<file path="src/rtl/efpga_op_unit.sv">
// Behavioural eFPGA custom-operation engine: add/sub, iterative multiply, logic and
// bit-manipulation ops with a programmable post-calculation wait and a done pulse.
module efpga_op_unit #(
    parameter int unsigned WIDTH      = 32,
    parameter int unsigned DELAY_W    = 4,
    parameter int unsigned MUL_ENABLE = 1
) (
    input  logic               clk_i,
    input  logic               rst_ni,
    input  logic               en_i,
    input  logic               write_strobe_i,
    input  logic [1:0]         operator_i,
    input  logic [DELAY_W-1:0] delay_i,
    input  logic [WIDTH-1:0]   operand_a_i,
    input  logic [WIDTH-1:0]   operand_b_i,
    output logic [WIDTH-1:0]   result_a_o,
    output logic [WIDTH-1:0]   result_b_o,
    output logic [WIDTH-1:0]   result_c_o,
    output logic               fpga_done_o,
    output logic               busy_o,
    output logic               overrun_o
);

    localparam int unsigned PROD_W = 2 * WIDTH;
    localparam int unsigned CNT_W  = 6;
    localparam int unsigned POP_W  = 6;
    localparam logic [CNT_W-1:0]   LAST_ITER = CNT_W'(WIDTH - 1);
    localparam logic [DELAY_W-1:0] DLY_ONE   = DELAY_W'(1);
    localparam logic [1:0]         OP_MUL    = 2'd1;

    typedef enum logic [1:0] {
        S_IDLE = 2'd0,
        S_CALC = 2'd1,
        S_WAIT = 2'd2,
        S_DONE = 2'd3
    } state_t;

    state_t              r_state;
    state_t              w_state_nxt;
    logic [1:0]          r_op;
    logic [DELAY_W-1:0]  r_delay;
    logic [WIDTH-1:0]    r_a;
    logic [WIDTH-1:0]    r_b;
    logic [PROD_W-1:0]   r_mcand;
    logic [WIDTH-1:0]    r_mplier;
    logic [PROD_W-1:0]   r_acc;
    logic [CNT_W-1:0]    r_iter;
    logic [WIDTH-1:0]    r_res_a;
    logic [WIDTH-1:0]    r_res_b;
    logic [WIDTH-1:0]    r_res_c;
    logic                r_done;
    logic                r_busy;
    logic                r_overrun;

    logic                w_accept;
    logic                w_is_mul;
    logic                w_calc_last;
    logic                w_wr_res;
    logic                w_done_nxt;
    logic                w_busy_nxt;
    logic [PROD_W-1:0]   w_prod;
    logic [WIDTH:0]      w_sum;
    logic [WIDTH-1:0]    w_rev;
    logic [WIDTH-1:0]    w_swap;
    logic [WIDTH-1:0]    w_xor;
    logic [POP_W-1:0]    w_pop;
    logic [WIDTH-1:0]    w_res_a;
    logic [WIDTH-1:0]    w_res_b;
    logic [WIDTH-1:0]    w_res_c;

    assign w_accept    = (r_state == S_IDLE) && en_i && write_strobe_i;
    assign w_is_mul    = (r_op == OP_MUL) && (MUL_ENABLE != 0);
    assign w_calc_last = (r_state == S_CALC) && (!w_is_mul || (r_iter == LAST_ITER));
    assign w_prod      = r_acc + (r_mplier[0] ? r_mcand : '0);

    always_ff @(posedge clk_i) begin
        if (!rst_ni) begin
            r_state <= S_IDLE;
        end else begin
            r_state <= w_state_nxt;
        end
    end

    // Dropping en_i during CALC/WAIT aborts without a done pulse.
    always_comb begin
        w_state_nxt = r_state;
        case (r_state)
            S_IDLE: if (w_accept) w_state_nxt = S_CALC;
            S_CALC: begin
                if (!en_i) begin
                    w_state_nxt = S_IDLE;
                end else if (w_calc_last) begin
                    w_state_nxt = (r_delay != '0) ? S_WAIT : S_DONE;
                end
            end
            S_WAIT: begin
                if (!en_i) begin
                    w_state_nxt = S_IDLE;
                end else if (r_delay == DLY_ONE) begin
                    w_state_nxt = S_DONE;
                end
            end
            S_DONE:  w_state_nxt = S_IDLE;
            default: w_state_nxt = S_IDLE;
        endcase
    end

    always_comb begin
        w_done_nxt = 1'b0;
        w_busy_nxt = 1'b0;
        w_wr_res   = 1'b0;
        w_done_nxt = (w_state_nxt == S_DONE);
        w_busy_nxt = (w_state_nxt != S_IDLE);
        w_wr_res   = w_calc_last && en_i;
    end

    always_comb begin
        w_sum  = {1'b0, r_a} + {1'b0, r_b};
        w_xor  = r_a ^ r_b;
        w_rev  = '0;
        w_swap = '0;
        w_pop  = '0;
        for (int i = 0; i < int'(WIDTH); i++) begin
            w_rev[i] = r_a[int'(WIDTH) - 1 - i];
            w_pop    = w_pop + POP_W'(w_xor[i]);
        end
        for (int i = 0; i < int'(WIDTH / 8); i++) begin
            w_swap[8*i +: 8] = r_b[int'(WIDTH) - 8 - 8*i +: 8];
        end
    end

    always_comb begin
        w_res_a = '0;
        w_res_b = '0;
        w_res_c = '0;
        case (r_op)
            2'd0: begin
                w_res_a = w_sum[WIDTH-1:0];
                w_res_b = r_a - r_b;
                w_res_c = WIDTH'(w_sum[WIDTH]);
            end
            2'd1: begin
                if (MUL_ENABLE != 0) begin
                    w_res_a = w_prod[WIDTH-1:0];
                    w_res_b = w_prod[PROD_W-1:WIDTH];
                end
            end
            2'd2: begin
                w_res_a = r_a & r_b;
                w_res_b = r_a | r_b;
                w_res_c = w_xor;
            end
            default: begin
                w_res_a = w_rev;
                w_res_b = w_swap;
                w_res_c = WIDTH'(w_pop);
            end
        endcase
    end

    // Operand latch, shift-add multiplier, wait counter and registered outputs.
    always_ff @(posedge clk_i) begin
        if (!rst_ni) begin
            r_op      <= '0;
            r_delay   <= '0;
            r_a       <= '0;
            r_b       <= '0;
            r_mcand   <= '0;
            r_mplier  <= '0;
            r_acc     <= '0;
            r_iter    <= '0;
            r_res_a   <= '0;
            r_res_b   <= '0;
            r_res_c   <= '0;
            r_done    <= 1'b0;
            r_busy    <= 1'b0;
            r_overrun <= 1'b0;
        end else begin
            r_done    <= w_done_nxt;
            r_busy    <= w_busy_nxt;
            r_overrun <= write_strobe_i && (r_state != S_IDLE);
            if (w_accept) begin
                r_op     <= operator_i;
                r_delay  <= delay_i;
                r_a      <= operand_a_i;
                r_b      <= operand_b_i;
                r_mcand  <= PROD_W'(operand_a_i);
                r_mplier <= operand_b_i;
                r_acc    <= '0;
                r_iter   <= '0;
            end else if (r_state == S_CALC) begin
                r_acc    <= w_prod;
                r_mcand  <= r_mcand << 1;
                r_mplier <= r_mplier >> 1;
                r_iter   <= r_iter + CNT_W'(1);
            end else if (r_state == S_WAIT) begin
                r_delay  <= r_delay - DLY_ONE;
            end
            if (w_wr_res) begin
                r_res_a <= w_res_a;
                r_res_b <= w_res_b;
                r_res_c <= w_res_c;
            end
        end
    end

    assign result_a_o  = r_res_a;
    assign result_b_o  = r_res_b;
    assign result_c_o  = r_res_c;
    assign fpga_done_o = r_done;
    assign busy_o      = r_busy;
    assign overrun_o   = r_overrun;

endmodule

</file>
<file path="config.mk">
export PLATFORM = sky130hd
export DESIGN_NAME = efpga_op_unit
export DESIGN_NICKNAME = d
export VERILOG_FILES = /design/src/rtl/efpga_op_unit.sv
export SDC_FILE = /design/constraint.sdc
export NUM_CORES = 1
export LEC_CHECK = 0
export CORE_MARGIN = 2
export CORE_UTILIZATION = 60
export DETAILED_ROUTE_END_ITERATION = 16
export PLACE_DENSITY = 0.82
export SLEW_MARGIN = 15
export SYNTH_ARGS = -nofsm -noshare
export SYNTH_HDL_FRONTEND = slang
export SYNTH_SLANG_ARGS = --single-unit
</file>
<file path="constraint.sdc">
create_clock -name clk_i -period 15.3 [get_ports clk_i]
set_input_delay 1.53 -clock clk_i [delete_from_list [all_inputs] [get_ports clk_i]]
set_output_delay 1.53 -clock clk_i [all_outputs]
set_load 0.005 [all_outputs]
</file>
==> results of run 1 <==
## state kept, by name (all words and copies together), names as in the netlist
name         flops
r_iter           6
r_mcand         64
busy_o           1
r_state          2
result_c_o      32
r_op             2
r_a             32
fpga_done_o      1
r_delay          4
r_b             32
r_mplier        32
r_acc           64
result_a_o      32
result_b_o      32
overrun_o        1
## metrics by stage
step | util | hold slack, ps
after global placement | 0.6582 | 428.3
after global routing | 0.6960 | 459.4
after CTS | 0.6959 | 443.4
after floorplan | - | 434.5
final | 0.6961 | 446.5
after detailed placement | 0.6582 | 434.5
## routing by layer
| metal | wire length, microns | global-route usage | up-vias | part of all wire |
|---|---|---|---|---|
| met2 | 35920 | 0.6421 | 1544 | 0.41 |
| li1 | - | - | 10290 | - |
| met5 | 13 | 0 | - | 0.00015 |
| met4 | 5707 | 0.2464 | 2 | 0.066 |
| met1 | 34710 | 0.6029 | 10910 | 0.40 |
| met3 | 10560 | 0.1016 | 269 | 0.12 |
## layout by cell type (no fill, tap or decap), types with 30 or more instances in the layout
cell type        synthesis  routed
o21ai_0                103     103
nor2_1                 170     166
a21o_1                  49      49
o211ai_1                30      30
nand3_1                 70      69
inv_1                  140     139
a21oi_1                361     361
clkbuf_16                0      41
dfxtp_1                337     336
and2_1                  70      69
a31oi_1                 90      90
xnor2_1                 81      81
nand2_1                614     612
clkdlybuf4s50_1          0     172
nor3_1                  45      45
ha_1                   169     169
## layout make-up
class,count,share of cell area
multi-input cells,2262,0.5602
flip-flops and latches,337,0.2648
repair buffers,200,0.07630
clock buffers,51,0.04291
clock inverters,18,0.01134
inverters,144,0.02141
diodes,1,0.00009820
well taps,468,0.02298
## kinds of logic (layout without fill, tap and decap cells)
family                     after synthesis  count (layout)  share of synthesized area
other                                    0               1                          0
DFF                                    337             337                     0.3027
xor gates and xnor gates               110             110                    0.04322
muxes                                   56              56                    0.04019
AOI/OAI and AO/OA                      822             822                     0.2267
and+or+nand+nor                       1078            1078                     0.2093
buffers and inverters                  338             413                    0.05883
adders and majority gates              196             196                     0.1191
## power by group through the flow
stage / Sequential, uW / Combinational [uW] / Clock, uW
after floorplan: 938 / 410 / 0
after global placement: 945 / 590 / 0
after detailed placement: 948 / 598 / 0
after CTS: 928 / 607 / 1030
after global routing: 932 / 681 / 1060
final: 930 / 622 / 1030
## worst max-delay path, stage by stage (launching register included)
cell and delay [ps]:
dfxtp_1 410, inv_1 70, ha_1 530, inv_1 150, fa_1 570, inv_1 90
fa_1 490, inv_1 50, fa_1 490, inv_1 50, fa_1 490, fa_1 540
fa_1 430, ha_1 220, fa_1 410, a21o_1 180, a21oi_1 180, xnor2_1 90
mux2i_1 130, nor2_1 60, a21oi_1 140, nor2_1 60
## how the worst max path moves through the flow
stage,endpoint,from,cells past startpoint
global placement,result_c_o[4],r_a[9],21
global route,result_c_o[4],r_a[9],21
finish,result_c_o[4],r_a[9],21
floorplan,result_c_o[4],r_a[9],22
detailed placement,result_c_o[4],r_a[9],21
CTS,result_c_o[4],r_a[9],21
==> impl_metrics.tcl, run 1 <==
set metrics [dict create \
    dieWidth_microns 196.7 \
    ys_seq_area_frac 0.3027 \
    area_growth_pct 14.33 \
    avgSynthCellArea_sq_um 7.589 \
    vias 23010 \
    setup_viol 0 \
    register_area_sq_um 6748 \
    synth_area_leaders "dfxtp_1 (30%), nand2_1 (10%), ha_1 (9.5%)" \
    multi_input_area_sq_um 14270 \
    num_io_pins 173 \
    combPwrFrac 0.241 \
    ir_drop_mv 0.1066 \
    die_y_microns 196.7 \
    wire_per_inst_microns 24.97 \
    drc_errors 0 \
    rrSetupSlack_ps 9300 \
    clock_skew_ps 19.11 \
    dieArea_sq_um 38710 \
    required_ps 15730 \
    core_sq_um 36610 \
    worstMarginPinSlew_ps 1128 \
    hp-start "result_a_o[25]" \
    fin_crit_sh 0.3921 \
    first_pass_iters 6 \
    fill_cells 2884 \
    htreeDepth 2 \
    post-place-ws_ps 9438 \
    place_area_sq_um 24100 \
    vias_per_cell 6.610 \
    grt_max_degree 166 \
    cts_root_buffer "clkbuf_16" \
    hold_viol 0 \
    max-slew-margin-rel 0.2462 \
    path_max_fanout 11 \
    yosys_warnings 0 \
    status "complete, no violations" \
    portBuffers 172 \
    synth_edf_count 0 \
    grt_overflow 0 \
    hpwl_microns 65940 \
    worstSetupStartpointType "flip-flop" \
    rows 70 \
    finalCriticalPeriod_ps 5998 \
    yosys_most_used_dff "dfxtp_1" \
    grt_pass1_vias 21050 \
    setup_ws_ps 9302 \
    clkTransAtPathRegs_ps 60 \
    ys_types 80 \
    synthTopCellsByCount "nand2_1 (614), a21oi_1 (361), dfxtp_1 (337), nor2_1 (170), ha_1 (169)" \
    postCtsSetupRepairBufs 0 \
    cts_tree "built" \
    start_util 0.6088 \
    hold_path.class "reg -> reg" \
    p_int_uw 1764 \
    instances_no_fill 3481 \
    rsz0062_at_grt "no" \
    yosys.area.top_type "dfxtp_1" \
    cts.path.max_buffers 3 \
    crit_arrival_ps 6420 \
    swShare 0.3171 \
    antenna_found_initial 4 \
    drive_gt1_frac 0.05246 \
    r2r-start "r_a[9]" \
    grt_usage 0.4410 \
    clockPowerShare 0.399 \
    drt_iter0_markers 3203 \
    critPathKind "reg -> reg" \
    r2r_end "result_c_o[4]" \
    cts_sinks 337 \
    dp.cells 3411 \
    stdcell_area_sq_um 25480 \
    worst_skew_pair.late_latency_ps 580 \
    drv_slew 0 \
    seqPwrFrac 0.360 \
    cts_inserted_buffers 39 \
    maxCapViolations 0 \
    yosysTopAreaCellShare 0.3027 \
    gp_congestion 1.029 \
    syn-cell-area_sq_um 22290 \
    power_switching_uw 819.2 \
    synthCells 2937 \
    fin_tns_setup_ps 0 \
    nNetsFinal 3254 \
    finalPower_uw 2583 \
    synth-async-reset-ratio 0 \
    whs_endpoint "result_a_o[25]" \
    worst_setup_path_end_kind "flip-flop" \
    cts_hold_buf 0 \
    synth_nets 3207 \
    ant_nets 0 \
    leakage_uw 0.009784 \
    synth_most_common_cell "nand2_1" \
    max_clock_freq_mhz 166.7 \
    routed_wl_microns 86910 \
    holdPathStages 2 \
    cellPowerDensity_nw_per_um2 101.4 \
    cts_resized 0 \
    grt_pass1_wl_microns 128900 \
    worst_r2r_path_depth 21 \
    synth_seq_cells 337 \
]
Note: power is estimated with default switching activity, not from simulation.
==> run 2: changes to the inputs <==
--- a/config.mk
+++ b/config.mk
@@ -6,9 +6,9 @@
 export NUM_CORES = 1
 export LEC_CHECK = 0
 export CORE_MARGIN = 2
-export CORE_UTILIZATION = 60
+export CORE_UTILIZATION = 54
 export DETAILED_ROUTE_END_ITERATION = 16
-export PLACE_DENSITY = 0.82
+export PLACE_DENSITY = 0.78
 export SLEW_MARGIN = 15
 export SYNTH_ARGS = -nofsm -noshare
 export SYNTH_HDL_FRONTEND = slang
==> constraint.sdc (replaced) <==
create_clock -name clk_i -period 5.35 [get_ports clk_i]
set_input_delay 0.535 -clock clk_i [delete_from_list [all_inputs] [get_ports clk_i]]
set_output_delay 0.535 -clock clk_i [all_outputs]
set_load 0.005 [all_outputs]
==> impl_metrics.tcl, run 2 (synthesis results as in run 1) <==
set metrics [dict create \
    dieWidth_microns 207.2 \
    drt_iter0_markers 2945 \
    layout_commonest_cell "nand2_1" \
    instances_no_fill 3625 \
    drv_slew 0 \
    maxCapViolations 0 \
    power_switching_uw 2391 \
    setup_ws_ps -2.411 \
    reg.largest.list "r_acc x64, r_mcand x64" \
    seqPwrFrac 0.358 \
    whs_ps 450.8 \
    start_util 0.5459 \
    hold_viol 0 \
    htreeDepth 2 \
    drive_gt1_frac 0.08632 \
    cts_hold_buf 0 \
    nNetsFinal 3333 \
    cts_tree "built" \
    clkTransAtPathRegs_ps 60 \
    ir_drop_mv 0.2201 \
    max-slew-margin-rel 0.1894 \
    max_clock_freq_mhz 186.8 \
    portBuffers 172 \
    grt_pass1_vias 21430 \
    dp.cells 3548 \
    grt_overflow 0 \
    grt_max_degree 145 \
    ant_nets 0 \
    clockPowerShare 0.371 \
    gp_congestion 1.044 \
    wire_per_inst_microns 24.64 \
    rsz0062_at_grt "yes" \
    hold_path.class "reg -> reg" \
    worst_skew_pair.late_latency_ps 580 \
    routed_wl_microns 89340 \
    cts_root_buffer "clkbuf_16" \
    grt_usage 0.4058 \
    hpwl_microns 69370 \
    finalCriticalPeriod_ps 5352 \
    cts.path.max_buffers 3 \
    worstSetupStartpointType "flip-flop" \
    path_max_fanout 2 \
    status "finished with violations" \
    dieArea_sq_um 42920 \
    combPwrFrac 0.271 \
    cellPowerDensity_nw_per_um2 282.6 \
    grt_pass1_wl_microns 133400 \
    cts_sinks 337 \
    post-place-ws_ps -51.77 \
    vias_per_cell 6.264 \
    p_int_uw 5013 \
    worst_setup_path_end_kind "flip-flop" \
    cts_inserted_buffers 39 \
    critPathKind "reg -> reg" \
    core_sq_um 40830 \
    fin_tns_setup_ps -2.411 \
    fin_crit_sh 1.000 \
    first_pass_iters 6 \
    finalPower_uw 7404 \
    num_io_pins 173 \
    drc_errors 0 \
    leakage_uw 0.01017 \
    area_growth_pct 17.55 \
    insertedDiodeCount 0 \
    crit_arrival_ps 5800 \
    rows 74 \
    final_cell_mix "nand2_1 (612), a21oi_1 (359), dfxtp_1 (329)" \
    setup_viol 1 \
    required_ps 5800 \
    worstMarginPinSlew_ps 1211 \
    violations "setup timing" \
    die_y_microns 207.2 \
    swShare 0.3229 \
    vias 22710 \
    antenna_found_initial 3 \
    clock_skew_ps 19.57 \
]
[run 2: cell type report]
| class | instances | area [sq um] |
|---|---|---|
| Fill cell | 3693 | 14630 |
| Clock buffer | 59 | 1184 |
| Inverter | 144 | 545.5 |
| Timing Repair Buffer | 279 | 2550 |
| Multi-Input combinational cell | 2262 | 14380 |
| Clock inverter | 12 | 117.6 |
| Sequential cell | 337 | 6756 |
| Tap cell | 532 | 665.6 |
[run 2: metal layers]
| metal | vias up | global-route usage | part of all wire |
|---|---|---|---|
| met5 | - | 0 | 0.00034 |
| met4 | 4 | 0.2020 | 0.055 |
| met3 | 224 | 0.1017 | 0.11 |
| met2 | 1235 | 0.5998 | 0.42 |
| met1 | 10800 | 0.5505 | 0.41 |
| li1 | 10450 | - | - |
[run 2: path summary, 6_finish.rpt]
| kind | from | to | slack, ps | depth (start not counted) |
|---|---|---|---|---|
| setup / recovery | r_a[11] | result_c_o[4] | -2 | 19 |
| hold reg to reg | result_c_o[11] | result_c_o[11] | 450 | 2 |
| hold / removal | result_c_o[11] | result_c_o[11] | 450 | 2 |
| setup reg to reg | r_a[11] | result_c_o[4] | -2 | 19 |
[run 2: power by group through the flow]
stage               logic (uW)  registers [uW]  clock network, uW
floorplan                 1180            2680                  0
CTS                       1880            2640               2780
global route              2160            2650               2850
finish                    2010            2650               2750
global placement          1790            2700                  0
detailed placement        1830            2700                  0
[run 2: worst max-delay path, stage by stage (launching register included)]
cell     delay, ps
dfxtp_1        340
inv_1           50
ha_1           330
fa_1           540
inv_1           90
fa_1           470
fa_1           520
inv_1           50
fa_2           530
fa_1           440
fa_1           500
ha_2           220
fa_2           360
a21o_1         190
a21oi_2        130
xnor2_1         90
mux2i_1        150
nor2_1          60
a21oi_1        110
nor2_1          70
[run 2: through the flow]
| step | utilization | area [sq um] |
|---|---|---|
| 2_1_floorplan | - | 22300 |
| 3_3_place_gp | 0.6059 | 24740 |
| 3_5_place_dp | 0.6059 | 24740 |
| 4_1_cts | 0.6380 | 26050 |
| 5_1_grt | 0.6417 | 26200 |
| 6_report | 0.6417 | 26200 |
[run 2: repair_timing]
action / CTS / global route
gates resized for setup: 3 / 26
buffers inserted: 0 / 6
pin swaps: 0 / 22
setup endpoints to repair: 3 / 3
